==> src/rtl/raster_sequencer.sv <==
// raster_sequencer: pixel strobe, x/y raster position, blanking/sync decode
// and a pausable, single-steppable frame counter.
// Optional feature macro RASTER_LINE_MATCH_EN adds match_line/line_match.
module raster_sequencer #(
    parameter int CLK_DIV    = 1,
    parameter int H_ACTIVE   = 640,
    parameter int H_FP       = 16,
    parameter int H_SYNC     = 96,
    parameter int H_BP       = 48,
    parameter int V_ACTIVE   = 480,
    parameter int V_FP       = 10,
    parameter int V_SYNC     = 2,
    parameter int V_BP       = 33,
    parameter int FULL_FPS   = 1,
    parameter int FRAME_BITS = 16
) (
    input  logic                  clk,
    input  logic                  reset,
    input  logic                  pause,
    input  logic                  advance_frame,
`ifdef RASTER_LINE_MATCH_EN
    input  logic [9:0]            match_line,
    output logic                  line_match,
`endif
    output logic                  enable,
    output logic [9:0]            x,
    output logic [9:0]            y,
    output logic                  active,
    output logic                  hsync,
    output logic                  vsync,
    output logic                  new_frame,
    output logic [FRAME_BITS-1:0] frame
);

    localparam int H_TOTAL = H_ACTIVE + H_FP + H_SYNC + H_BP;
    localparam int V_TOTAL = V_ACTIVE + V_FP + V_SYNC + V_BP;

    typedef enum logic {ST_RUN = 1'b0, ST_PAUSED = 1'b1} state_t;

    logic [3:0]            r_div;
    logic                  r_en;
    logic [9:0]            r_x;
    logic [9:0]            r_y;
    logic [FRAME_BITS-1:0] r_frame;
    state_t                r_state;
    logic                  r_adv_q;
    logic                  r_adv_q2;
    logic                  r_pend;
    logic                  r_tog;

    logic                  w_div_last;
    logic                  w_x_last;
    logic                  w_y_last;
    logic [9:0]            w_y_next;
    logic                  w_adv_edge;
    logic                  w_gate;
    logic                  w_step;

    assign w_div_last = (r_div == 4'(CLK_DIV - 1));
    assign w_x_last   = (r_x == 10'(H_TOTAL - 1));
    assign w_y_last   = (r_y == 10'(V_TOTAL - 1));
    // Line that becomes current when x wraps; never reaches V_TOTAL.
    assign w_y_next   = w_y_last ? 10'd0 : r_y + 10'd1;

    // Clock divider; enable is registered so it lands one cycle after the last count.
    always_ff @(posedge clk or posedge reset) begin
        if (reset) begin
            r_div <= 4'd0;
            r_en  <= 1'b0;
        end else begin
            r_en  <= w_div_last;
            r_div <= w_div_last ? 4'd0 : r_div + 4'd1;
        end
    end

    // Raster position, advanced once per pixel strobe.
    always_ff @(posedge clk or posedge reset) begin
        if (reset) begin
            r_x <= 10'd0;
            r_y <= 10'd0;
        end else if (r_en) begin
            if (w_x_last) begin
                r_x <= 10'd0;
                r_y <= w_y_next;
            end else begin
                r_x <= r_x + 10'd1;
            end
        end
    end

    // Decodes are straight off the x/y registers so they track x/y with no lag.
    assign active    = (r_x < 10'(H_ACTIVE)) && (r_y < 10'(V_ACTIVE));
    assign hsync     = (r_x >= 10'(H_ACTIVE + H_FP)) && (r_x < 10'(H_ACTIVE + H_FP + H_SYNC));
    assign vsync     = (r_y >= 10'(V_ACTIVE + V_FP)) && (r_y < 10'(V_ACTIVE + V_FP + V_SYNC));
    assign new_frame = r_en && w_x_last && w_y_last;

`ifdef RASTER_LINE_MATCH_EN
    // Fires on the strobe that starts line match_line; out-of-range targets never match.
    assign line_match = r_en && w_x_last && (w_y_next == match_line);
`endif

    assign w_adv_edge = r_adv_q & ~r_adv_q2;
    // At half rate the gate opens on every second frame boundary.
    assign w_gate     = (FULL_FPS != 0) ? 1'b1 : r_tog;
    assign w_step     = new_frame && w_gate && ((r_state == ST_RUN) || r_pend);

    // Frame stepping FSM: run/pause tracking, step request capture and the frame counter.
    always_ff @(posedge clk or posedge reset) begin
        if (reset) begin
            r_state  <= ST_RUN;
            r_adv_q  <= 1'b0;
            r_adv_q2 <= 1'b0;
            r_pend   <= 1'b0;
            r_tog    <= 1'b0;
            r_frame  <= '0;
        end else begin
            r_state  <= pause ? ST_PAUSED : ST_RUN;
            r_adv_q  <= advance_frame;
            r_adv_q2 <= r_adv_q;
            if (new_frame)
                r_tog <= ~r_tog;
            if (w_step)
                r_frame <= r_frame + 1'b1;
            // A request landing on the consuming boundary survives to the next one.
            if (w_adv_edge && (r_state == ST_PAUSED))
                r_pend <= 1'b1;
            else if (w_step)
                r_pend <= 1'b0;
        end
    end

    assign enable = r_en;
    assign x      = r_x;
    assign y      = r_y;
    assign frame  = r_frame;

endmodule

==> config.mk <==
export PLATFORM = sky130hd
export DESIGN_NAME = raster_sequencer
export DESIGN_NICKNAME = d
export VERILOG_FILES = /design/src/rtl/raster_sequencer.sv
export SDC_FILE = /design/constraint.sdc
export NUM_CORES = 1
export LEC_CHECK = 0
export BUFFER_PORTS_ARGS = -buffer_cell sky130_fd_sc_hd__buf_4
export CAP_MARGIN = 5
export CORE_ASPECT_RATIO = 0.75
export CORE_MARGIN = 4
export CORE_UTILIZATION = 49
export CTS_CLUSTER_DIAMETER = 40
export CTS_CLUSTER_SIZE = 28
export DETAILED_ROUTE_END_ITERATION = 10
export HOLD_SLACK_MARGIN = 0.12
export PLACE_DENSITY = 0.84
export SLEW_MARGIN = 20
export SYNTH_ARGS = -nofsm -noshare
export SYNTH_HDL_FRONTEND = slang
export SYNTH_SLANG_ARGS = --single-unit
==> constraint.sdc <==
create_clock -name clk -period 1.7 [get_ports clk]
set_input_delay 0.085 -clock clk [delete_from_list [all_inputs] [get_ports clk]]
set_output_delay 0.085 -clock clk [all_outputs]
set_load 0.02 [all_outputs]
==> reports/summary.log <==
INFO  sta            finalSetupViolCount=11
INFO  clock_tree     cts-buffers-inserted=5
INFO  die            core.rowCount=21
INFO  power          worst_ir_drop_vdd=0.5429mV
INFO  sta            min_period_over_period=108.2%
INFO  global_route   global_route.peak_usage_layer=met2
INFO  synth          synth_enable_flop_cells=0
INFO  synth          yosys-top-cells-area=dfrtp_1 (48%), xor2_1 (7.1%), ha_1 (3.7%), nor4_2 (3.7%), nand3_1 (3.4%)
INFO  clock_tree     clock_tree.buffer_depth=2
INFO  sta            grt_setup_unrepaired=yes
INFO  sta            finalHoldViolations=0
INFO  die            die_area=5970um^2
INFO  cells_and_area share_of_final_layout_standard_cells_stronger_than_drive_strength_1=46.67%
INFO  cells_and_area syn_to_final_growth=49.87%
INFO  global_route   globalRoute.totalOverflow=0
INFO  die            pin_count=45
INFO  power          cellPowerDensity=560.7nW/um^2
INFO  sta            report.final.slew_viol_count=0
INFO  critical_path  timing.critical_path.cells=inv_2 -> ha_4 -> and4bb_4 -> nand4_4 -> buf_4 -> buf_6 -> nor4_4 -> xor2_1
INFO  detailed_routing post_drt_wl_per_cell=18.10um
INFO  synth          ys_ff_latch=45
INFO  detailed_routing drt_iter0_drc=127
INFO  synth          yosys.cell_count.top_type=dfrtp_1
INFO  clock_tree     clk_pin_slew=80ps
INFO  detailed_routing drt.antenna.violating_nets=0
INFO  place          port-buffer-count=44
INFO  detailed_routing postRouteWirelength=6734um
INFO  sta            min_period=1840ps
INFO  synth          synth.top_cells.by_count=dfrtp_1 (45), xor2_1 (19), nand2_1 (16), nand3_1 (16)
INFO  place          place_hpwl=3938um
INFO  place          placed_area=3089um^2
INFO  synth          synthCells=218
INFO  cells_and_area finish.net_count=325
INFO  place          dp_slack=-47.00ps
INFO  global_route   grt.total_usage=21.56%
INFO  detailed_routing via_count=2073
INFO  detailed_routing final_routed_drc_violation_total=0
INFO  synth          synthesis.nets=229
INFO  cells_and_area antennaDiodeCount=0
INFO  critical_path  worstPathMaxFanout=6
INFO  job            maxCapViolations=0
INFO  cells_and_area count_of_filler_cells_inserted_in_the_layout=252
INFO  synth          netlist-cell-type-count=40
INFO  detailed_routing drt_first_pass_iters=4
INFO  die            initial_util=51.61%
INFO  critical_path  cp_data_required_time=1920ps
INFO  synth          ys_seq_area_share=48.00%
INFO  synth          synthDominantCellAreaShare=48.00%
INFO  global_route   grt_pass1_vias=2045
INFO  critical_path  timing.critical_path.from_type=flop
INFO  detailed_routing vias_per_cell=5.573
INFO  global_route   use_met2=35.06%
INFO  global_route   globalRouteMet1Util=27.70%
INFO  synth          avgSynthCellArea=10.76um^2
INFO  critical_path  worst-setup-path-type=flop to flop
INFO  critical_path  worst_path_max_delay_cell=dfrtp_2
INFO  cells_and_area postLayoutCellArea=3516um^2
INFO  clock_tree     cts.root.buffer_cell=clkbuf_8
INFO  place          routability_driven_placement_congestion_ratio=0.8734
INFO  sta            finalClockSkew=8.488ps
INFO  global_route   global_route.usage.met3=4.934%
INFO  sta            timing.max_slew.rel_slack=51.01%
INFO  clock_tree     ctsHtreeMaxLevel=2
INFO  sta            tightest_slew=730.3ps
INFO  sta            postLayoutSetupSlackWorst=-140.1ps
INFO  critical_path  worst_r2r_path_depth=8
INFO  critical_path  end_kind=flop
INFO  status         violations=setup timing
INFO  critical_path  worst-endpoint-arrival=2060ps
INFO  power          cellLeakagePower=0.001817uW
INFO  synth          synthFlopType=dfrtp_1
INFO  status         run_status=complete, but fails checks
INFO  clock_tree     tritoncts=built
INFO  synth          cell_area_after_technology_mapping=2346um^2
INFO  min_path       hold_path.class=primary input to async pin
INFO  die            core_region_area=4546um^2
INFO  sta            max_freq=0.5435GHz
INFO  die            fp.dieH=67.93um
INFO  clock_tree     numClockSinks=45
INFO  synth          synthesis.yosys.warnings=0
INFO  global_route   wire_length_of_the_first_global_routing_pass=9880um
INFO  synth          synthDominantAreaCellType=dfrtp_1
INFO  synth          fraction_of_registers_with_async_set_reset=100.0%
INFO  global_route   largest_net_degree_at_the_start_of_global_routing=28
INFO  global_route   grt_antenna_before_repair=0
INFO  clock_tree     clk-insertion-delay-late=310ps
INFO  critical_path  cp_slowest_stage_delay=420ps
INFO  die            die_width=87.90um
through the flow:
step / utilization, % / total power [uW] / instances / hold slack, ps / setup TNS, ps
floorplan: - / 1112 / 218 / 116.4 / -93.40
global placement: 67.96 / 1129 / 346 / 143.1 / 0
detailed placement: 67.96 / 1130 / 346 / 148.2 / -206.0
CTS: 73.27 / 1977 / 361 / 367.0 / -823.2
global route: 77.35 / 2018 / 372 / 408.3 / -2241
finish: 77.35 / 1971 / 372 / 367.9 / -737.3
cell usage in the layout, fill, tap and decap left out, drive strengths merged, types with 3 or more instances in the layout:
| cell type | n |
|---|---|
| buf | 96 |
| dfrtp | 45 |
| xor2 | 19 |
| nand3 | 17 |
| nand2 | 16 |
| nor4 | 13 |
| o21ai | 13 |
| inv | 12 |
| nand4 | 10 |
| and3 | 9 |
| nor2 | 8 |
| xnor2 | 7 |
| ha | 7 |
| clkbuf | 6 |
| and4 | 5 |
| nor3 | 5 |
| a21oi | 4 |
| nand2b | 3 |
| dlygate4sd3 | 3 |
registers in the layout, summed over array words and instances, names as in the netlist:
| name | count |
|---|---|
| frame | 16 |
| r_adv_q2 | 1 |
| r_adv_q | 1 |
| enable | 1 |
| r_pend | 1 |
| y | 10 |
| r_div | 4 |
| r_state | 1 |
| x | 10 |
path summary, 6_finish.rpt:
path | start | end | slack, ps
setup / recovery | y[1] | frame[5] | -140
hold / removal | reset | r_div[3] | 370
setup reg to reg | y[1] | frame[5] | -140
hold reg to reg | r_adv_q | r_adv_q2 | 390
max in group asynchronous | reset | y[0] | 800
min in group clk | r_adv_q | r_adv_q2 | 390
logic make-up after synthesis:
kind of cell	count (synthesis)	share of synthesized area (%)
xor+xnor	26	9.707
simple gates	95	28.00
buf+inv	23	5.280
fa+ha+maj	7	3.733
mux	1	0.4800
compound gates	21	4.800
flops	45	48.00
power by group:
group	internal, uW	switching, uW
logic	14.3	23.8
clock network	478	381
registers	1070	1.93
repair_timing:
action                     CTS  global route
setup endpoints to repair   21            29
buffers inserted             4            11
gates resized for setup     14            28
pin swaps                   15            19
hold buffers                 3             0
hold endpoints to repair    20             0
final cells by class:
class                      count  area [um^2]  area share [%]
tap                           57        71.32           2.028
clock inverter                 2        37.54           1.068
timing repair buffer          99        828.3           23.56
sequential                    45         1132           32.21
multi-input combinational    150         1315           37.40
inverter                      13        48.80           1.388
clock buffer                   6        82.58           2.349
routing by layer:
layer | share of wire [%] | routed length (um) | up-vias
li1 | - | - | 962
met3 | 6.6 | 447 | 26
met4 | 3.2 | 218 | 0
met2 | 49 | 3273 | 86
met1 | 42 | 2795 | 999
met5 | 0 | 0 | -
worst max-delay path: cells and delay by family, from the launching register on:
| kind | cells | cell delay (ps) |
|---|---|---|
| buffers and inverters | 3 | 390 |
| and+or+nand+nor | 3 | 630 |
| adders and majority gates | 1 | 130 |
| xor gates and xnor gates | 1 | 200 |
| DFF | 1 | 420 |
(Power assumes the default switching activity.)
